--- src/rtl/nand_error_monitor.sv ---
// nand_error_monitor
//   Watches the registered output of a NAND stage under test, compares it
//   against a locally delayed golden NAND of the same operands, and counts
//   mismatches over a fixed window of WINDOW compared samples. Each finished
//   window is offered on a valid/ready result port. Accepting a result adds it
//   to a saturating running total.
//
// Ports
//   clk            clock, all state on rising edge
//   reset_n        asynchronous active-low reset
//   start_i        request a measurement (accepted only in IDLE)
//   x_i, y_i       operands, also driven to the gate under test
//   dut_z_i        registered output of the gate under test
//   busy_o         high in PRIME, COUNT and REPORT
//   result_valid_o result available, held until accepted
//   result_ready_i consumer accepts result when high with result_valid_o
//   err_count_o    mismatches in the last completed window
//   total_err_o    saturating sum of all accepted windows since reset
//   state_o        current FSM state (0 IDLE, 1 PRIME, 2 COUNT, 3 REPORT)
//
// Result handshake: a result transfers on a rising edge where result_valid_o
// and result_ready_i are both high. While result_ready_i is low,
// result_valid_o and err_count_o hold steady; result_valid_o never drops
// without a transfer except on reset.
module nand_error_monitor #(
  parameter int WINDOW       = 100,
  parameter int COUNT_WIDTH  = 7,
  parameter int TOTAL_WIDTH  = 16,
  parameter int GOLDEN_DELAY = 1
) (
  input  logic                   clk,
  input  logic                   reset_n,
  input  logic                   start_i,
  input  logic                   x_i,
  input  logic                   y_i,
  input  logic                   dut_z_i,
  output logic                   busy_o,
  output logic                   result_valid_o,
  input  logic                   result_ready_i,
  output logic [COUNT_WIDTH-1:0] err_count_o,
  output logic [TOTAL_WIDTH-1:0] total_err_o,
  output logic [1:0]             state_o
);

  generate
    if (WINDOW < 1) begin : g_bad_window
      $error("nand_error_monitor: WINDOW must be >= 1");
    end
    if (GOLDEN_DELAY < 1) begin : g_bad_delay
      $error("nand_error_monitor: GOLDEN_DELAY must be >= 1");
    end
    if (((64'd1 << COUNT_WIDTH) - 64'd1) < 64'(WINDOW)) begin : g_bad_count_width
      $error("nand_error_monitor: COUNT_WIDTH too small for WINDOW");
    end
  endgenerate

  typedef enum logic [1:0] {
    S_IDLE   = 2'd0,
    S_PRIME  = 2'd1,
    S_COUNT  = 2'd2,
    S_REPORT = 2'd3
  } state_t;

  // One counter serves both the PRIME duration and the sample count.
  localparam int CNT_MAX = (WINDOW > GOLDEN_DELAY) ? WINDOW : GOLDEN_DELAY;
  localparam int CNT_W   = $clog2(CNT_MAX + 1);
  localparam logic [CNT_W-1:0] PRIME_LAST  = CNT_W'(GOLDEN_DELAY - 1);
  localparam logic [CNT_W-1:0] SAMPLE_LAST = CNT_W'(WINDOW - 1);
  localparam int SUM_W = ((TOTAL_WIDTH > COUNT_WIDTH) ? TOTAL_WIDTH : COUNT_WIDTH) + 1;
  localparam logic [TOTAL_WIDTH-1:0] TOTAL_MAX = '1;

  state_t                  state_q, state_d;
  logic [CNT_W-1:0]        cnt_q;
  logic [COUNT_WIDTH-1:0]  work_err_q;
  logic [GOLDEN_DELAY-1:0] gline_q;

  logic                    mismatch;
  logic                    last_prime;
  logic                    last_sample;
  logic                    handshake;
  logic [COUNT_WIDTH-1:0]  work_err_inc;
  logic [SUM_W-1:0]        total_sum;
  logic [TOTAL_WIDTH-1:0]  total_next;

  // Golden line runs in every state so it is always aligned with the gate
  // register; it resets to 0 like the gate register does.
  always_ff @(posedge clk or negedge reset_n) begin
    if (!reset_n) begin
      gline_q <= '0;
    end else begin
      gline_q[0] <= ~(x_i & y_i);
      for (int i = 1; i < GOLDEN_DELAY; i++) begin
        gline_q[i] <= gline_q[i-1];
      end
    end
  end

  assign mismatch     = dut_z_i ^ gline_q[GOLDEN_DELAY-1];
  assign last_prime   = (state_q == S_PRIME) && (cnt_q == PRIME_LAST);
  assign last_sample  = (state_q == S_COUNT) && (cnt_q == SAMPLE_LAST);
  assign handshake    = (state_q == S_REPORT) && result_ready_i;
  assign work_err_inc = work_err_q + COUNT_WIDTH'(mismatch);

  always_comb begin
    total_sum  = SUM_W'(total_err_o) + SUM_W'(err_count_o);
    total_next = (total_sum > SUM_W'(TOTAL_MAX)) ? TOTAL_MAX
                                                 : total_sum[TOTAL_WIDTH-1:0];
  end

  // FSM state register
  always_ff @(posedge clk or negedge reset_n) begin
    if (!reset_n) begin
      state_q <= S_IDLE;
    end else begin
      state_q <= state_d;
    end
  end

  // FSM next state
  always_comb begin
    state_d = state_q;
    case (state_q)
      S_IDLE:   if (start_i)     state_d = S_PRIME;
      S_PRIME:  if (last_prime)  state_d = S_COUNT;
      S_COUNT:  if (last_sample) state_d = S_REPORT;
      S_REPORT: if (handshake)   state_d = S_IDLE;
      default:                   state_d = S_IDLE;
    endcase
  end

  // FSM outputs
  always_comb begin
    busy_o         = (state_q != S_IDLE);
    result_valid_o = (state_q == S_REPORT);
    state_o        = state_q;
  end

  // Counters and result registers. err_count_o is only written on REPORT
  // entry so a window in progress is never visible.
  always_ff @(posedge clk or negedge reset_n) begin
    if (!reset_n) begin
      cnt_q       <= '0;
      work_err_q  <= '0;
      err_count_o <= '0;
      total_err_o <= '0;
    end else begin
      case (state_q)
        S_IDLE: begin
          if (start_i) begin
            cnt_q      <= '0;
            work_err_q <= '0;
          end
        end
        S_PRIME: begin
          cnt_q <= last_prime ? '0 : cnt_q + CNT_W'(1);
        end
        S_COUNT: begin
          cnt_q      <= cnt_q + CNT_W'(1);
          work_err_q <= work_err_inc;
          if (last_sample) begin
            err_count_o <= work_err_inc;
          end
        end
        S_REPORT: begin
          if (result_ready_i) begin
            total_err_o <= total_next;
          end
        end
        default: ;
      endcase
    end
  end

endmodule

--- config.mk ---
export PLATFORM = sky130hd
export DESIGN_NAME = nand_error_monitor
export DESIGN_NICKNAME = d
export VERILOG_FILES = /design/src/rtl/nand_error_monitor.sv
export SDC_FILE = /design/constraint.sdc
export NUM_CORES = 1
export LEC_CHECK = 0
export ABC_AREA = 1
export CORE_UTILIZATION = 25
export DETAILED_ROUTE_END_ITERATION = 10
export SLEW_MARGIN = 10
export SYNTH_ARGS = -nofsm -noshare
export SYNTH_HDL_FRONTEND = slang
export SYNTH_SLANG_ARGS = --single-unit
--- constraint.sdc ---
create_clock -name clk -period 1.9 [get_ports clk]
set_input_delay 0.57 -clock clk [delete_from_list [all_inputs] [get_ports clk]]
set_output_delay 0.57 -clock clk [all_outputs]
set_load 0.03 [all_outputs]
==> reports/results.ini <==
[floorplanning]
core_um2 = 9910
start_util = 0.261
die_x_um = 104
floorplan.die.height_um = 104
design.portCount = 34
dieArea_um2 = 10800
rows = 36

[critical_path]
rrSetupSlack_ns = 0.13
criticalPathCategory = flip-flop to output port
worst_r2r_path_depth = 9
timing.critical_path.from_type = flip-flop
regToRegStartpoint = err_count_o[5]
worstPathRequired_ns = 1.33
reg2reg_to = total_err_o[0]
worst-endpoint-arrival_ns = 1.22
critPathMaxFanout = 5
endpoint_kind_of_the_worst_setup_timing_path = output port

[power_and_ir_drop]
static-leakage-power_nw = 1.62
p_total_mw = 4.32
peakVddDrop_v = 0.000403
power.density_cell_area_nw_per_um2 = 1300

[clocking]
clkLatencyLatePin_ns = 0.29
h_tree_depth = 2
cts_tree = yes
root_buffer_cell = sky130_fd_sc_hd__clkbuf_8
cts.path.max_buffers = 2
cts_bufs_inserted = 5
clock_sink_count = 40
cts.reportedPaths.clkPinSlew_ns = 0.08

[logic_synthesis]
yosys.area.top_type = sky130_fd_sc_hd__dfrtp_1
synth_area_um2 = 2590
synth_seq_cells = 40
seq_area_frac_synth = 0.386
post_synth_inst_count = 341
yosys_warnings = 0
yosys.area.top_type_share = 0.386
post_synthesis_cell_type_count = 33
main_area_contributors_after_synthesis = sky130_fd_sc_hd__dfrtp_1 (39%), sky130_fd_sc_hd__nand2_1 (13%), sky130_fd_sc_hd__inv_1 (7.4%)
syn_nets = 364
synth_area_per_cell_um2 = 7.60

[grt]
number_of_global_route_vias_before_repair = 2166
grt_pass1_wl_um = 10300
grt_start_max_net_pins = 17
number_of_antenna_violations_at_the_first_check_in_global_routing = 0
grtUsageTotal = 0.117
grt_remaining_overflow = 0

[placed_design]
final_weighted_congestion_of_routability_driven_global_placement = 0.890
placed_cell_area_um2 = 3220
dp_hpwl_um = 4850
place.port_buffers = 33

[layout]
finalCoreUtilization = 0.336
final_area_um2 = 3330
final_net_count = 422
drive_above_1_share = 0.165
area_growth_syn_to_fin_pct = 28.5
n_antenna_cell = 0

[timing]
layout_worst_path_cycle_share = 0.944
finalHoldViolations = 0
timing.clock.skew_ns = 0.00703
period_needed_ns = 1.79
tightest_slew_ns = 0.412
timing.hold.ws_ns = 0.202
timing.setup.tns_ns = 0
finish_stage_setup_viols = 0
finalMaxSlewViolations = 0
max-slew-margin-rel = 0.725
max_freq_mhz = 558

[run]
max-cap-violations = 0

[routing]
route.antenna.remaining_nets = 0
vias = 2326
detail_route.vias_per_cell = 4.36
detail_route.wl_per_cell_um = 11.7
drc = 0
first_iter_violations = 114
finalWirelength_um = 6230
drt_pre_antenna_iters = 4

[worst_hold_path]
min_path_type = primary input to asynchronous set/reset pin

[run_status]
outcome = finished clean

-- kinds of logic after synthesis --
kind of cell,synth area share
compound gates,0.0753
fa+ha+maj,0.0802
xor+xnor,0.0338
buf+inv,0.0859
flops,0.386
simple gates,0.338
-- stage by stage --
stage / instances / setup slack [ns]
floorplan: 341 / 0.0508
global placement: 524 / -0.337
detailed placement: 524 / -0.419
CTS: 532 / 0.000394
global route: 533 / -0.0117
finish: 533 / 0.106
-- repair_timing --
| item | in CTS | in global routing |
|---|---|---|
| endpoints found under the setup margin | 29 | 19 |
| gates cloned | 0 | 1 |
| buffers inserted | 0 | 0 |
| resized for setup | 30 | 8 |
| hold buffers | 0 | 0 |
| pin swaps | 6 | 1 |
-- sequential cells by signal (all words and copies together), names as in the netlist --
signal,count
gline_q,1
err_count_o,7
total_err_o,16
state_o,2
cnt_q,7
work_err_q,7
-- cells in the final DEF (no fill, tap or decap), drive strengths merged --
master	count
dfrtp	40
xnor2	1
clkdlybuf4s50	4
clkbuf	7
o21ai	16
nand2	95
xor2	9
a31oi	2
dlygate4sd2	24
o22ai	4
nand3b	2
nand4	9
nor3	4
a211oi	1
inv	54
dlymetal6s2s	2
o21bai	3
fa	1
a21oi	5
buf	24
nand3	38
a21boi	1
nor2	36
or2	1
clkinv	1
a21o	1
ha	15
-- per-layer routing --
layer	GRT usage	wire, µm	up-vias
met3	0.0264	257	6
li1	-	-	1207
met4	0.0316	62	0
met5	0	0	-
met1	0.152	2870	1066
met2	0.194	3040	47
-- power breakdown --
| part | switching (mW) | internal [mW] |
|---|---|---|
| logic | 1.60 | 0.958 |
| clock network | 0.294 | 0.258 |
| registers | 0.174 | 1.03 |
| total | 2.07 | 2.25 |
-- layout make-up --
cell class,count,area (µm²)
Clock inverter,1,5.00
Clock buffer,7,76.3
Fill cell,1097,6580
Inverter,54,203
Tap cell,133,166
Timing Repair Buffer,54,453
Multi-Input combinational cell,244,1420
Sequential cell,40,1000
-- cells in the mapped netlist (all sizes together) --
| master | number |
|---|---|
| nor2 | 36 |
| o22ai | 4 |
| inv | 54 |
| a21boi | 1 |
| xnor2 | 1 |
| a21o | 1 |
| nand3 | 38 |
| nand4 | 9 |
| dfrtp | 40 |
| o21bai | 3 |
| nor3 | 4 |
| a21oi | 5 |
| buf | 4 |
| nand3b | 2 |
| o21ai | 16 |
| xor2 | 9 |
| fa | 1 |
| a211oi | 1 |
| or2 | 1 |
| a31oi | 2 |
| nand2 | 94 |
| ha | 15 |
-- worst max path at each step --
| stage | start | to | depth (start not counted) |
|---|---|---|---|
| global route | total_err_o[0] | total_err_o[14] | 11 |
| finish | state_o[0] | busy_o | 4 |
| CTS | total_err_o[8] | total_err_o[8] | 1 |
| global placement | dut_z_i | err_count_o[6] | 8 |
| floorplan | total_err_o[0] | total_err_o[4] | 12 |
| detailed placement | dut_z_i | err_count_o[6] | 8 |
-- worst max-delay path: stages, from the launching register on --
cell and delay, ns:
sky130_fd_sc_hd__dfrtp_1 0.43, sky130_fd_sc_hd__inv_1 0.10, sky130_fd_sc_hd__ha_2 0.20, sky130_fd_sc_hd__inv_2 0.04
sky130_fd_sc_hd__buf_4 0.16
Note: power is estimated with default switching activity, not from simulation.
